<file path="src/rtl/sipo_pkg.sv">
// Shared constants, holding-register state encoding and the shift helper
// used by the sipo_deser serial-to-parallel deserializer.
package sipo_pkg;

    localparam int SIPO_WIDTH_DEF = 32'sd4;

    typedef enum logic [0:0] {
        OUT_EMPTY = 1'b0,
        OUT_FULL  = 1'b1
    } out_state_e;

    // Next shift-register value for one accepted bit; bits at and above width are forced to zero.
    function automatic logic [63:0] sipo_shift(
        input logic [63:0] sh,
        input logic        bit_in,
        input logic        msb_first,
        input int          width
    );
        logic [63:0] nxt_s;
        logic [63:0] mask_s;
        mask_s = ~(64'hFFFF_FFFF_FFFF_FFFF << width);
        if (msb_first) begin
            nxt_s = {sh[62:0], bit_in};
        end else begin
            nxt_s = (sh >> 1) | ({63'd0, bit_in} << (width - 32'sd1));
        end
        return nxt_s & mask_s;
    endfunction

endpackage

</file>
<file path="src/rtl/sipo_deser_if.sv">
// Serial input and parallel output handshake bundle for sipo_deser.
interface sipo_deser_if import sipo_pkg::*; #(
    parameter int WIDTH = SIPO_WIDTH_DEF
) ();
    localparam int CNT_W = $clog2(WIDTH);

    logic             ser_in;
    logic             ser_valid;
    logic             ser_ready;
    logic             frame_start;
    logic [WIDTH-1:0] par_data;
    logic             par_valid;
    logic             par_ready;
    logic [CNT_W-1:0] bit_cnt;
    logic             sync_err;

    modport master (
        output ser_in, ser_valid, frame_start, par_ready,
        input  ser_ready, par_data, par_valid, bit_cnt, sync_err
    );

    modport slave (
        input  ser_in, ser_valid, frame_start, par_ready,
        output ser_ready, par_data, par_valid, bit_cnt, sync_err
    );
endinterface

</file>
<file path="src/rtl/sipo_out_stage.sv">
// One-entry valid/ready holding register; a load in the same cycle as a
// transfer replaces the word and keeps valid high.
module sipo_out_stage import sipo_pkg::*; #(
    parameter int WIDTH = SIPO_WIDTH_DEF
) (
    input  logic             clk,
    input  logic             reset,
    input  logic             load,
    input  logic [WIDTH-1:0] data,
    input  logic             par_ready,
    output logic [WIDTH-1:0] par_data,
    output logic             par_valid,
    output logic             full
);
    out_state_e       state_r;
    logic [WIDTH-1:0] data_r;

    // Holding register state and captured word.
    always_ff @(posedge clk) begin
        if (reset) begin
            state_r <= OUT_EMPTY;
            data_r  <= {WIDTH{1'b0}};
        end else begin
            case (state_r)
                OUT_EMPTY: begin
                    if (load) begin
                        state_r <= OUT_FULL;
                        data_r  <= data;
                    end
                end
                OUT_FULL: begin
                    if (load) begin
                        data_r <= data;
                    end else if (par_ready) begin
                        state_r <= OUT_EMPTY;
                    end
                end
                default: begin
                    state_r <= OUT_EMPTY;
                end
            endcase
        end
    end

    assign par_data  = data_r;
    assign par_valid = (state_r == OUT_FULL);
    assign full      = (state_r == OUT_FULL);
endmodule

</file>
<file path="src/rtl/sipo_deser.sv">
// Serial-in/parallel-out deserializer: assembles WIDTH accepted bits into a
// word and hands it to a one-entry holding register with frame resync.
module sipo_deser import sipo_pkg::*; #(
    parameter int WIDTH     = SIPO_WIDTH_DEF,
    parameter int MSB_FIRST = 32'sd1
) (
    input logic       clk,
    input logic       reset,
    sipo_deser_if.slave bus
);
    localparam int CNT_W = $clog2(WIDTH);

    logic [WIDTH-1:0] sh_r;
    logic [CNT_W-1:0] bit_cnt_r;
    logic             sync_err_r;

    logic [CNT_W-1:0] eff_cnt_s;
    logic             last_s;
    logic             ser_ready_s;
    logic             s_acc_s;
    logic             load_s;
    logic             full_s;
    logic [WIDTH-1:0] sh_next_s;

    // A frame_start restarts counting at this bit; only the completing bit may stall.
    always_comb begin
        eff_cnt_s   = bus.frame_start ? {CNT_W{1'b0}} : bit_cnt_r;
        last_s      = (eff_cnt_s == CNT_W'(WIDTH - 32'sd1));
        ser_ready_s = !(last_s && full_s && !bus.par_ready);
        s_acc_s     = bus.ser_valid && ser_ready_s;
        load_s      = s_acc_s && last_s;
        sh_next_s   = WIDTH'(sipo_shift(64'(sh_r), bus.ser_in, (MSB_FIRST != 32'sd0), WIDTH));
    end

    // Shift register, partial-word counter and resync error pulse.
    always_ff @(posedge clk) begin
        if (reset) begin
            sh_r       <= {WIDTH{1'b0}};
            bit_cnt_r  <= {CNT_W{1'b0}};
            sync_err_r <= 1'b0;
        end else if (s_acc_s) begin
            sh_r       <= sh_next_s;
            bit_cnt_r  <= last_s ? {CNT_W{1'b0}} : (eff_cnt_s + CNT_W'(1));
            sync_err_r <= bus.frame_start && (bit_cnt_r != {CNT_W{1'b0}});
        end else begin
            sync_err_r <= 1'b0;
        end
    end

    sipo_out_stage #(.WIDTH(WIDTH)) u_out (
        .clk       (clk),
        .reset     (reset),
        .load      (load_s),
        .data      (sh_next_s),
        .par_ready (bus.par_ready),
        .par_data  (bus.par_data),
        .par_valid (bus.par_valid),
        .full      (full_s)
    );

    assign bus.ser_ready = ser_ready_s;
    assign bus.bit_cnt   = bit_cnt_r;
    assign bus.sync_err  = sync_err_r;
endmodule

</file>
<file path="src/flat_wrapper.sv">
// flat-port wrapper written by rule: the top's interface ports become plain ports
module sipo_deser_flat import sipo_pkg::*;
#(
    parameter int WIDTH     = SIPO_WIDTH_DEF,
    parameter int MSB_FIRST = 32'sd1
)
  (clk, reset, bus_ser_in, bus_ser_valid, bus_frame_start, bus_par_ready, bus_ser_ready, bus_par_data, bus_par_valid, bus_bit_cnt, bus_sync_err);
  sipo_deser_if #(.WIDTH(WIDTH)) bus_i ();
  input logic clk;
  input logic reset;
  input wire logic [$bits(bus_i.ser_in)-1:0] bus_ser_in;
  input wire logic [$bits(bus_i.ser_valid)-1:0] bus_ser_valid;
  input wire logic [$bits(bus_i.frame_start)-1:0] bus_frame_start;
  input wire logic [$bits(bus_i.par_ready)-1:0] bus_par_ready;
  output wire logic [$bits(bus_i.ser_ready)-1:0] bus_ser_ready;
  output wire logic [$bits(bus_i.par_data)-1:0] bus_par_data;
  output wire logic [$bits(bus_i.par_valid)-1:0] bus_par_valid;
  output wire logic [$bits(bus_i.bit_cnt)-1:0] bus_bit_cnt;
  output wire logic [$bits(bus_i.sync_err)-1:0] bus_sync_err;
  assign bus_i.ser_in = bus_ser_in;
  assign bus_i.ser_valid = bus_ser_valid;
  assign bus_i.frame_start = bus_frame_start;
  assign bus_i.par_ready = bus_par_ready;
  assign bus_ser_ready = bus_i.ser_ready;
  assign bus_par_data = bus_i.par_data;
  assign bus_par_valid = bus_i.par_valid;
  assign bus_bit_cnt = bus_i.bit_cnt;
  assign bus_sync_err = bus_i.sync_err;
  sipo_deser #(.WIDTH(WIDTH), .MSB_FIRST(MSB_FIRST)) u_core (.clk(clk), .reset(reset), .bus(bus_i));
endmodule
</file>
<file path="config.mk">
export PLATFORM = sky130hd
export DESIGN_NAME = sipo_deser_flat
export DESIGN_NICKNAME = d
export VERILOG_FILES = /design/src/rtl/sipo_pkg.sv /design/src/rtl/sipo_deser_if.sv /design/src/rtl/sipo_out_stage.sv /design/src/rtl/sipo_deser.sv /design/src/flat_wrapper.sv
export SDC_FILE = /design/constraint.sdc
export NUM_CORES = 1
export LEC_CHECK = 0
export BUFFER_PORTS_ARGS = -buffer_cell sky130_fd_sc_hd__buf_2
export CELL_PAD_IN_SITES_DETAIL_PLACEMENT = 1
export CELL_PAD_IN_SITES_GLOBAL_PLACEMENT = 2
export CORE_MARGIN = 3
export CORE_UTILIZATION = 29
export DETAILED_ROUTE_END_ITERATION = 6
export PLACE_DENSITY = 0.84
export SETUP_SLACK_MARGIN = 0.1
export SYNTH_ARGS = -nofsm -noshare
export SYNTH_HDL_FRONTEND = slang
export SYNTH_SLANG_ARGS = --single-unit
</file>
<file path="constraint.sdc">
create_clock -name clk -period 4.1 [get_ports clk]
set_clock_uncertainty 0.15 [all_clocks]
set_input_delay 0.41 -clock clk [delete_from_list [all_inputs] [get_ports clk]]
set_output_delay 0.41 -clock clk [all_outputs]
set_load 0.03 [all_outputs]
</file>
==> impl_metrics.ini <==
[outcome]
status = finished, final reports clean

[synth]
ys.flop_type = dfxtp_1
synth_top_cell_area_share = 0.4571
synth_fp_nets = 57
ys_ff_latch = 11
yosys.cell_types.count = 16
synth.most_common_cell = dfxtp_1
post-synth-top-area-cell = dfxtp_1
syn_area_um2 = 481.7
yosys-top-cells-count = dfxtp_1 (11), nand2b_1 (7), a21oi_1 (6)
synth_edf_count = 0
synth.yosys.seq_area_share = 0.4571
avgSynthCellArea_um2 = 9.634
ys_warn_count = 0
synthArstFlopShare = 0
netlist_instances = 50
ys_top_cells_by_area = dfxtp_1 (46%), nand2b_1 (9.1%), mux2i_1 (8.3%), a21oi_1 (6.2%), nand4_1 (5.2%)

[power_and_ir_drop]
power-per-cell-area_mw_per_mm2 = 356.9
ir_worst_vdd_v = 0.0001029
power_leakage_nw = 0.2534
p_total_mw = 0.2068

[clock_tree]
root_buffer = clkbuf_4
clkTransAtPathRegs_ps = 70
clk_path_buf_depth = 2
cts-hold-fix-buffers = 0
htreeDepth = 1
post_cts_buffers = 0
numCtsBuffers = 3
clock_sinks = 11
insertion_delay_ps = 270
cts_tree = built
cts_resized = 0

[routing]
ant_nets = 0
dr.pass1.iters = 4
drc_errors = 0
viasPerCell = 4.938
wl_per_cell_um = 12.83
wirelength_um = 1039
vias = 400
drtIter0Drc = 2

[job]
maxCapViolCount = 0

[floorplan]
die_area_mm2 = 0.002186
core_area_mm2 = 0.001541
rows = 14
num_io_pins = 15
die_height_um = 46.76
die_x_um = 46.76
initial_core_util = 0.3125

[setup_path]
cp.arrival_ps = 1530
rr_worst_depth = 5
cp_cell_sequence = nor2b_1 -> ha_1 -> nand3b_2 -> buf_2
cp-start-kind = register
crit_slowest_cell = dfxtp_1
ff2ff_setup_slack_ps = 2410
worstReg2RegStart = u_core.bus.bit_cnt[0]
end_kind = primary output
slowest_delay_ps = 380
worstPathRequired_ps = 3540
r2r_end = u_core.bus.bit_cnt[0]
critical_path_class = register to primary output
cp_max_fo = 6

[timing]
fin_setup_tns_ps = 0
max-slew-margin-rel = 0.8286
finalHoldViolations = 0
rsz0062_at_grt = no
fmax_mhz = 478.1
finalSetupViolCount = 0
holdWs_ps = 264.6
worst_pin_slew_ps = 256.6
fin_crit_sh = 0.5102
maxSlewViolCount = 0
period_minus_slack_ps = 2092

[hold_path]
hold_start = bus_ser_in
min_to = u_core.u_out.par_data[0]
holdPathStages = 3
hold_class = primary input to register

[final_layout]
final_area_um2 = 579.3
area_growth_syn_to_layout_pct = 20.26
drive_gt1_frac = 0.3077
diodes = 0
final_nets = 73

[placed_design]
gp_congestion = 0.6789
post_dp_cell_area_um2 = 553.0
port_buffers = 14
hpwl_um = 784.7

[global_route]
grt_max_degree = 14
grt_overflow = 0
grt_first_pass_wirelength_um = 1559
first_global_vias = 363
track_usage = 0.1048
antenna_found_initial = 0
[flip-flops by register name, summed over array words and instances, names as in the netlist]
| name | flops |
|---|---|
| u_core.u_out.par_data | 4 |
| u_core.bus.sync_err | 1 |
| u_core.u_out.full | 1 |
| u_core.bus.bit_cnt | 2 |
| u_core.sh_r | 3 |
[critical path: cells and delay by family (launching register included)]
| kind | cells | cell delay (ps) |
|---|---|---|
| buf+inv | 1 | 200 |
| fa+ha+maj | 1 | 310 |
| simple gates | 2 | 370 |
| flops | 1 | 380 |
[logic make-up (layout without fill, tap and decap cells)]
| kind of cell | after synthesis | after routing | share of synthesized area |
|---|---|---|---|
| mux | 4 | 4 | 0.08312 |
| simple gates | 20 | 20 | 0.2649 |
| compound gates | 11 | 11 | 0.1299 |
| flops | 11 | 11 | 0.4571 |
| fa+ha+maj | 1 | 1 | 0.02597 |
| buf+inv | 3 | 18 | 0.03897 |
[cell usage in the layout (no fill, tap or decap)]
cell / n
a21oi_1: 6
a211oi_2: 1
buf_2: 14
clkbuf_1: 1
dfxtp_1: 11
nand4_1: 4
nor2_1: 1
ha_1: 1
and2_4: 1
nand2_1: 2
mux2i_1: 4
nor2b_1: 3
nand2b_1: 7
clkbuf_4: 3
o21ai_0: 4
nor4b_1: 1
nand3b_2: 1
[per-layer routing]
metal	vias up	share of wire	global-route usage
met4	0	0.023	0.09945
met2	8	0.42	0.1346
li1	205	-	-
met5	-	0	0
met1	185	0.53	0.1478
met3	2	0.031	0.01149
[stage by stage]
step                utilization  cells  setup WS, ps
finish                   0.3758     81          2008
global placement         0.3588     77          2228
CTS                      0.3758     81          1996
floorplan                     -     50          2081
global route             0.3758     81          1900
detailed placement       0.3588     77          2175
[worst max-delay path by stage]
stage | to | from | depth (start not counted)
2_1_floorplan | u_core.bus.bit_cnt[0] | u_core.bus.bit_cnt[0] | 6
3_3_place_gp | bus_ser_ready | bus_frame_start | 5
3_5_place_dp | bus_ser_ready | bus_frame_start | 5
4_1_cts | bus_ser_ready | u_core.bus.bit_cnt[0] | 4
5_1_grt | bus_ser_ready | u_core.bus.bit_cnt[0] | 4
6_report | bus_ser_ready | u_core.bus.bit_cnt[0] | 4
[layout make-up]
class / instances / area, µm²
Timing Repair Buffer: 14 / 70.07
Clock buffer: 4 / 26.28
Sequential cell: 11 / 220.2
Fill cell: 184 / 962.2
Multi-Input combinational cell: 36 / 242.7
Tap cell: 16 / 20.02
[power breakdown]
part	total (mW)	switching, mW	internal [mW]
Sequential	0.111	0.00188	0.109
Clock	0.0761	0.0384	0.0377
Combinational	0.0194	0.0112	0.00823
No activity file was read; power rests on OpenSTA's default activity.
